## src/rtl/sint_diver.sv

```systemverilog
// sint_diver: iterative signed/unsigned integer divider.
// One restoring-division step per clock, start/busy/done handshake.
module sint_diver #(
    parameter int WIDTH = 32
) (
    input  logic             clk,
    input  logic             rst_n,
    input  logic             start,
    input  logic             is_signed,
    input  logic [WIDTH-1:0] dividend,
    input  logic [WIDTH-1:0] divisor,
    output logic             busy,
    output logic             done,
    output logic [WIDTH-1:0] quotient,
    output logic [WIDTH-1:0] remainder,
    output logic             div_zero
);

    localparam int CW = $clog2(WIDTH + 1);

    typedef enum logic [1:0] {
        IDLE = 2'd0,
        CALC = 2'd1,
        FIX  = 2'd2
    } state_t;

    state_t           state_q;
    logic [CW-1:0]    cnt_q;
    logic             sgn_q;
    logic             neg_dvd_q;
    logic             neg_dvs_q;
    logic [WIDTH-1:0] dvd_raw_q;
    logic [WIDTH-1:0] dvs_mag_q;
    logic [WIDTH-1:0] rem_q;
    logic [WIDTH-1:0] quo_q;
    logic             done_q;
    logic [WIDTH-1:0] quotient_q;
    logic [WIDTH-1:0] remainder_q;
    logic             div_zero_q;

    logic [WIDTH-1:0] dvd_mag_d;
    logic [WIDTH-1:0] dvs_mag_d;
    logic [WIDTH:0]   shifted_d;
    logic [WIDTH:0]   trial_d;
    logic [WIDTH-1:0] q_fix_d;
    logic [WIDTH-1:0] r_fix_d;

    // Operand magnitudes, restoring step and sign fix-up values.
    always_comb begin
        dvd_mag_d = dividend;
        dvs_mag_d = divisor;
        if (is_signed && dividend[WIDTH-1]) dvd_mag_d = -dividend;
        if (is_signed && divisor[WIDTH-1])  dvs_mag_d = -divisor;
        shifted_d = {rem_q, quo_q[WIDTH-1]};
        trial_d   = shifted_d - {1'b0, dvs_mag_q};
        q_fix_d   = (neg_dvd_q ^ neg_dvs_q) ? -quo_q : quo_q;
        r_fix_d   = neg_dvd_q ? -rem_q : rem_q;
    end

    // Control FSM, datapath registers and registered results.
    always_ff @(posedge clk) begin
        if (!rst_n) begin
            state_q     <= IDLE;
            cnt_q       <= '0;
            sgn_q       <= 1'b0;
            neg_dvd_q   <= 1'b0;
            neg_dvs_q   <= 1'b0;
            dvd_raw_q   <= '0;
            dvs_mag_q   <= '0;
            rem_q       <= '0;
            quo_q       <= '0;
            done_q      <= 1'b0;
            quotient_q  <= '0;
            remainder_q <= '0;
            div_zero_q  <= 1'b0;
        end else begin
            done_q <= 1'b0;
            unique case (state_q)
                IDLE: begin
                    if (start) begin
                        sgn_q     <= is_signed;
                        neg_dvd_q <= is_signed & dividend[WIDTH-1];
                        neg_dvs_q <= is_signed & divisor[WIDTH-1];
                        dvd_raw_q <= dividend;
                        dvs_mag_q <= dvs_mag_d;
                        quo_q     <= dvd_mag_d;
                        rem_q     <= '0;
                        cnt_q     <= CW'(WIDTH);
                        state_q   <= CALC;
                    end
                end
                CALC: begin
                    if (!trial_d[WIDTH]) begin
                        rem_q <= trial_d[WIDTH-1:0];
                        quo_q <= {quo_q[WIDTH-2:0], 1'b1};
                    end else begin
                        rem_q <= shifted_d[WIDTH-1:0];
                        quo_q <= {quo_q[WIDTH-2:0], 1'b0};
                    end
                    cnt_q <= cnt_q - CW'(1);
                    if (cnt_q == CW'(1)) state_q <= FIX;
                end
                FIX: begin
                    done_q  <= 1'b1;
                    state_q <= IDLE;
                    if (dvs_mag_q == '0) begin
                        quotient_q  <= '1;
                        remainder_q <= dvd_raw_q;
                        div_zero_q  <= 1'b1;
                    end else begin
                        quotient_q  <= q_fix_d;
                        remainder_q <= r_fix_d;
                        div_zero_q  <= 1'b0;
                    end
                end
                default: state_q <= IDLE;
            endcase
        end
    end

    assign busy      = (state_q == CALC) || (state_q == FIX);
    assign done      = done_q;
    assign quotient  = quotient_q;
    assign remainder = remainder_q;
    assign div_zero  = div_zero_q;

endmodule

```

## config.mk

```make
export PLATFORM = sky130hd
export DESIGN_NAME = sint_diver
export DESIGN_NICKNAME = d
export VERILOG_FILES = /design/src/rtl/sint_diver.sv
export SDC_FILE = /design/constraint.sdc
export NUM_CORES = 1
export LEC_CHECK = 0
export BUFFER_PORTS_ARGS = -buffer_cell sky130_fd_sc_hd__buf_2
export CORE_MARGIN = 5
export CORE_UTILIZATION = 46
export DETAILED_ROUTE_END_ITERATION = 7
export PLACE_DENSITY_LB_ADDON = 0.12
export SLEW_MARGIN = 15
export SYNTH_ARGS = -nofsm -noshare
export SYNTH_HDL_FRONTEND = slang
export SYNTH_SLANG_ARGS = --single-unit
```

## constraint.sdc

```tcl
create_clock -name clk -period 5.82 [get_ports clk]
set_clock_uncertainty 0.2 [all_clocks]
set_input_delay 0.582 -clock clk [delete_from_list [all_inputs] [get_ports clk]]
set_output_delay 0.582 -clock clk [all_outputs]
set_load 0.1 [all_outputs]
```

Word-level counts from Yosys, hierarchy flattened
Index checks and enable logic that the tools add are counted.
{"block": "word_totals", "reg_bits": 204, "input_bits": 68, "out_inout_bits": 67}
{"block": "classes", "muxes": 19, "n_addsub": 6, "eq_ne": 5, "bitwise_logic": 3, "n_reduce_logical": 9}
{"operator": "32-bit two-way mux", "count": 9}
{"operator": "32-bit negation", "count": 4}
{"operator": "32-bit case mux with 2 select lines", "count": 2}
{"operator": "33-bit by 32-bit subtractor with 33-bit output", "count": 1}
{"operator": "32-bit logical NOT", "count": 1}
{"operator": "6-bit case mux with 2 select lines", "count": 1}
{"operator": "6-bit by 1-bit equality test with 1-bit output (second input constant)", "count": 1}
{"operator": "6-bit two-way mux", "count": 1}
{"operator": "2-bit AND reduction", "count": 3}
{"operator": "6-bit by 1-bit subtractor with 6-bit output (second input constant)", "count": 1}
{"operator": "2-bit two-way mux", "count": 2}
{"operator": "2-bit inequality test (second input constant)", "count": 2}
{"operator": "2-bit case mux with 2 select lines", "count": 1}
{"operator": "1-bit two-way mux", "count": 3}
{"operator": "1-bit AND", "count": 2}
{"operator": "2-bit by 1-bit equality test with 1-bit output (second input constant)", "count": 1}
{"operator": "2-bit equality test (second input constant)", "count": 1}
{"operator": "1-bit logical AND", "count": 2}
{"operator": "2-bit logical NOT", "count": 1}
{"operator": "2-bit nonzero test", "count": 1}
{"operator": "1-bit logical OR", "count": 1}
{"operator": "1-bit XOR", "count": 1}

Depth between registers and ports, before layout
Gate-level depths: netlist of the first run.
{"block": "logic_depth", "word_depth": 4, "mapped_depth": 12, "ltp_nobuf": 11}

Least setup slack after synthesis of the first run
No wires, ideal clock.
{"block": "synth_timing", "path_type": "input to register", "from": "input port divisor[8]", "to": "register dvs_mag_q[29]", "arrival_ps": 2679, "required_time_ps": 5534, "setup_slack_ps": 2855, "path_stages": 7, "n_path_buf": 0, "cell_sequence": "or4_1 or3_1 nor4_2 nand4_1 o41ai_1 xor2_1 a211oi_1"}
{"block": "synth_between", "elab_chain_cells": 2}
{"element": "from (decl)", "line_no": "11", "source": "input logic [WIDTH-1:0] divisor,"}
{"element": "32-bit negation", "line_no": "53", "source": "if (is_signed && divisor[WIDTH-1]) dvs_mag_d = -divisor;"}
{"element": "32-bit two-way mux", "line_no": "53"}
{"element": "to (signal assigned)", "line_no": "85", "source": "dvs_mag_q <= dvs_mag_d;"}
{"element": "to (decl)", "line_no": "33", "source": "logic [WIDTH-1:0] dvs_mag_q;"}
No other way between the ends.
A chain may end at the register's enable or synchronous reset.

Worst setup path in the final report of the first run
{"block": "layout_timing", "from": "register rem_q[22]", "to": "register rem_q[31]"}
{"block": "layout_between", "elab_chain_cells": 3}
{"element": "from (decl)", "line_no": "34", "source": "logic [WIDTH-1:0] rem_q;"}
{"element": "from (signal assigned)", "line_no": "94", "source": "rem_q <= trial_d[WIDTH-1:0];"}
{"element": "from (signal assigned)", "line_no": "97", "source": "rem_q <= shifted_d[WIDTH-1:0];"}
{"element": "33-bit by 32-bit subtractor with 33-bit output", "line_no": "55", "source": "trial_d = shifted_d - {1'b0, dvs_mag_q};"}
{"element": "32-bit two-way mux", "line_no": "93", "source": "if (!trial_d[WIDTH]) begin"}
{"element": "32-bit case mux with 2 select lines", "line_no": "78", "source": "unique case (state_q)"}
No other way between the ends.

==> impl_metrics.ini, run 1 <==
[die]
coreArea_sq_mm = 0.02680
die_h_um = 174.6
row_count = 60
io_pins = 135
start_util_pct = 46.49
chipWidth_um = 174.6
dieArea_sq_mm = 0.03048

[global_route]
grt.total_usage_pct = 24.79
overflow = 0
grt_pass1_vias = 11130
grt_antenna_before_repair = 2
grt_pass1_wl_mm = 61.58
grt_max_degree = 88

[synth]
syn_inst = 1608
ys_types = 76
synth-async-reset-ratio_pct = 0
yosysWarnings = 0
ys_seq_area_share_pct = 32.78
synth_most_common_cell = nand2_1
synth_top_cells_by_area = dfxtp_1 33%, nand2_1 6.8%, xor2_1 5.3%
synth_area_leader_cell = dfxtp_1
synth_nets = 1718
synth_seq_cells = 204
syn_avg_cell_area_sq_um = 7.748
yosys-top-cells-count = 227 x nand2_1, 204 x dfxtp_1, 159 x nor2_1, 131 x o21ai_0, 126 x a21oi_1
synth_top_area_share_pct = 32.78
synth.cell_area_sq_mm = 0.01246
synthFlopType = dfxtp_1
synth_edf_count = 0

[sta]
min_period_over_period_pct = 65.97
max_clock_freq_ghz = 0.2604
drv_slew = 0
setup_viol = 0
period_needed_ns = 3.840
tightestPinTransition_ns = 1.182
grt_setup_unrepaired = no
worst_slack_ns = 1.980
relSlewSlack_pct = 21.02
fin_setup_tns_ns = 0
hold_violations = 0

[placed_design]
post-place-ws_ns = 2.024
placed_area_sq_mm = 0.01333
routabilityCongestion = 0.9409
dpl.hpwl_mm = 29.29
port-buffer-count = 134

[status]
run_status = finished clean

[cts]
cts_buffer_depth = 3
cts_hold_buf = 0
cts_made_buffers = 24
clk_pin_slew_ns = 0.06
ctsResizeCount = 0
postCtsSetupBuffers = 0
cts_tree = yes
clock_sinks = 204
h-tree-depth = 1
clockRootBuffer = clkbuf_16
clock_latency_ns = 0.53

[power_and_ir_drop]
peakVddDrop_mv = 0.2167
p_per_area_mw_per_mm2 = 328.8
leakagePower_nw = 5.683
total_power_mw = 4.641

[route]
first_iter_violations = 789
drc = 0
wl_per_cell_um = 19.39
ant_nets = 0
viasPerCell = 5.814
routed_wl_mm = 39.54
vias = 11850
first_pass_iters = 5

[worst_setup_path]
r2r-start = rem_q[22]
start_kind = flip-flop
path_max_fanout = 24
crit_required_ns = 6.03
worstSetupPathType = reg2reg
endpoint_kind = flip-flop
reg2reg_slack_ns = 1.98
crit_start = rem_q[22]
crit_arrival_ns = 4.05

[finish]
nets = 1790
drive_above_1_share_pct = 13.09
num-fill-cells = 2672
stdcell_area_sq_mm = 0.01411
syn2layout_area_growth_pct = 13.29
fin_util_pct = 52.67

[hold_path]
min_from = divisor[31]
hold_class = in2reg

[flow_run]
drv_cap = 0
-- critical path, stage by stage, from the launching register on --
cell and delay [ns]:
dfxtp_1 0.51, ha_1 0.40, a21oi_1 0.34, nand2_1 0.12, a211oi_1 0.19, nand3_1 0.16, and2_1 0.22, o311ai_4 1.00
buf_12 0.27, nor2_1 0.07, a221o_1 0.25
-- per-layer routing --
metal  GRT usage, %  up-vias  part of all wire [%]
met5              0        -                 0.033
met1          32.97     5592                    45
met2          41.50      333                    46
met4          8.478        2                   3.8
li1               -     5848                     -
met3          3.440       79                   5.1
-- cell type report --
type / instances / area (sq um) / area share (%)
Tap cell: 341 / 426.7 / 3.023
Sequential cell: 204 / 4084 / 28.93
Inverter: 58 / 220.2 / 1.560
Clock buffer: 34 / 708.2 / 5.017
Multi-Input combinational cell: 1244 / 7806 / 55.31
Clock inverter: 8 / 76.32 / 0.5407
Timing Repair Buffer: 148 / 788.3 / 5.585
Antenna cell: 2 / 5.005 / 0.03546
-- cell usage in the layout (no fill, tap or decap), drive strengths merged, types with 14 or more instances in the layout --
cell and instances:
a21oi 126, o211ai 16, o22ai 18, nor4 23, o41ai 14, a31oi 16
xnor2 71, mux2i 52, ha 41, a211oi 34, o21ai 132, inv 58
buf 148, clkbuf 34, dfxtp 204, nand3 29, nor3 19, xor2 76
o31ai 29, nor2 159, nand2 227
-- flip-flops by register name, summed over array words and instances (netlist names) --
register and cells:
cnt_q 6, div_zero 1, done 1, dvd_raw_q 32
dvs_mag_q 32, neg_dvd_q 1, neg_dvs_q 1, quo_q 32
quotient 32, rem_q 32, remainder 32, state_q 2
-- report_power, final --
part	switching, mW	leakage (nW)	internal (mW)
Clock	0.608	0.394	0.887
Sequential	0.127	1.66	1.50
Combinational	0.939	3.62	0.582
-- cells by family (layout without fill, tap and decap cells) --
kind of cell               count (synthesis)  in the layout  share of synthesized area (%)
xor gates and xnor gates                 147            147                          10.33
adders and majority gates                 42             42                          4.278
DFF                                      204            204                          32.78
buffers and inverters                    160            248                          4.941
muxes                                     52             52                          4.178
and+or+nand+nor                          547            547                          20.42
other                                      0              2                              0
AOI/OAI and AO/OA                        456            456                          23.08
-- stage by stage --
step	instances	hold WS [ns]
final	2039	0.1375
after global routing	2037	0.1337
after CTS	2037	0.1169
after detailed placement	1995	0.2500
after global placement	1995	0.2441
after floorplan	1608	0.2366
-- final timing paths --
kind / to / depth (start not counted)
setup / recovery: rem_q[31] / 10
hold / removal: dvs_mag_q[31] / 3
setup reg to reg: rem_q[31] / 10
hold reg to reg: dvd_raw_q[16] / 2
No activity file was read; power rests on OpenSTA's default activity.
==> inputs of run 2 (changes only) <==
Clock period 5.82 ns to 3.35 ns, I/O delays scaled along.
==> run 2 against run 1 <==
  * Worst hold slack worse by 0.12 ns
  * Sequential share of layout area fell by 1.9 points
  * Clock power up 97%
  * Die area unchanged
  * Combinational power increased by 84%
  * Utilization is 3.8 points higher
  * Worst setup slack lost 1.7 ns
  * Global-route usage is 0.32 points higher
  * Sequential power rose by 73%
  * Cell count grew 4.8%
  * Critical endpoint is now quotient[31]
  * First-iteration DRC count is 31% higher
==> impl_metrics.ini, run 2 (synthesis results as in run 1) <==
[cts]
postCtsSetupBuffers = 0
clock_sinks = 204
clock_latency_ns = 0.54
h-tree-depth = 1
cts_tree = yes
cts_buffer_depth = 3
cts_made_buffers = 25
clk_pin_slew_ns = 0.06
clockRootBuffer = clkbuf_16

[sta]
grt_setup_unrepaired = no
fin_setup_tns_ns = 0
hold_violations = 0
period_needed_ns = 3.117
relSlewSlack_pct = 54.56
hold_ws_ns = 0.01397
drv_slew = 0
max_clock_freq_ghz = 0.3208
tightestPinTransition_ns = 0.6802
min_period_over_period_pct = 93.06
setup_viol = 0

[status]
run_status = finished clean

[die]
coreArea_sq_mm = 0.02680
dieArea_sq_mm = 0.03048
die_h_um = 174.6
chipWidth_um = 174.6
io_pins = 135
start_util_pct = 46.49
row_count = 60

[route]
drc = 0
first_pass_iters = 5
first_iter_violations = 1030
wl_per_cell_um = 18.63
vias = 12240
routed_wl_mm = 39.81
ant_nets = 0
viasPerCell = 5.726

[global_route]
grt_pass1_wl_mm = 62.91
grt_antenna_before_repair = 0
overflow = 0
grt_pass1_vias = 11630
grt_max_degree = 59
grt.total_usage_pct = 25.11

[power_and_ir_drop]
p_per_area_mw_per_mm2 = 565.2
leakagePower_nw = 6.167
peakVddDrop_mv = 0.3218

[finish]
drive_above_1_share_pct = 14.76
final_cell_count_no_fill = 2137
num-fill-cells = 2518
layout_commonest_cell = nand2_1
final_cell_mix = 227 x nand2_1, 204 x dfxtp_1, 157 x nor2_1
n_antenna_cell = 0
nets = 1887
syn2layout_area_growth_pct = 21.37

[worst_setup_path]
reg2reg_slack_ns = 0.23
endpoint_kind = flip-flop
worstSetupPathType = reg2reg
crit_required_ns = 3.59
path_max_fanout = 6
start_kind = flip-flop
worstRegToRegCells = 8
crit_arrival_ns = 3.36

[placed_design]
port-buffer-count = 134
dpl.hpwl_mm = 29.21
routabilityCongestion = 0.9487
numPlacedInstances = 2034

[flow_run]
drv_cap = 0

[hold_path]
hold_path_depth = 3
hold_class = in2reg
-- run 2: changes by cell type in the layout (fill, tap and decap cells not counted), sizes merged --
cell	before	now
buf	148	187
bufinv	1	4
clkbuf	34	35
clkinv	7	3
clkinvlp	0	3
diode	2	0
dlygate4sd3	0	57
inv	58	59
-- run 2: what timing repair did --
| action | in CTS | in global routing |
|---|---|---|
| endpoints found under the hold margin | 59 | 0 |
| endpoints found under the setup margin | 0 | 1 |
| gates resized for setup | 0 | 1 |
| hold buffers | 57 | 0 |
-- run 2: worst paths after layout --
kind,startpoint,endpoint
max,quo_q[2],quotient[31]
min,divisor[3],dvs_mag_q[3]
max reg2reg,quo_q[2],quotient[31]
min reg2reg,dvd_raw_q[23],dvd_raw_q[23]
-- run 2: worst max-delay path, stage by stage (launching register included) --
cell      delay, ns
dfxtp_1        0.37
or3_1          0.42
or4_1          0.56
or4_4          0.48
nor4_4         0.24
and2b_2        0.27
a21oi_1        0.10
xnor2_1        0.13
a311oi_1       0.26
-- run 2: metal layers --
layer  share of wire, %  vias to the layer above  global-route usage (%)
li1                   -                     6044                       -
met1                 44                     5772                   32.78
met2                 48                      344                   43.42
met3                4.7                       76                   2.661
met4                3.9                        0                   8.543
met5                  0                        -                       0
-- run 2: final cells by class --
| cell class | count | area, sq um | area share [%] |
|---|---|---|---|
| Multi-Input combinational cell | 1244 | 7800 | 51.58 |
| Sequential cell | 204 | 4084 | 27.01 |
| Timing Repair Buffer | 244 | 1677 | 11.09 |
| Clock buffer | 35 | 733.2 | 4.849 |
| Tap cell | 341 | 426.7 | 2.821 |
| Inverter | 58 | 220.2 | 1.456 |
| Clock inverter | 11 | 181.4 | 1.200 |
-- run 2: through the flow --
stage               area, sq um  total power, mW  setup WS, ns  utilization [%]
floorplan                 12460            4.755        0.4307                -
global placement          13640            5.528        0.2758            50.88
detailed placement        13640            5.549        0.2006            50.88
CTS                       15120            8.574        0.1814            56.42
global route              15120            8.992       0.03363            56.42
finish                    15120            8.547        0.2325            56.42
-- run 2: power breakdown --
part | switching [mW] | internal (mW)
Combinational | 1.65 | 1.13
Clock | 1.12 | 1.84
Sequential | 0.197 | 2.60
Total | 2.97 | 5.58
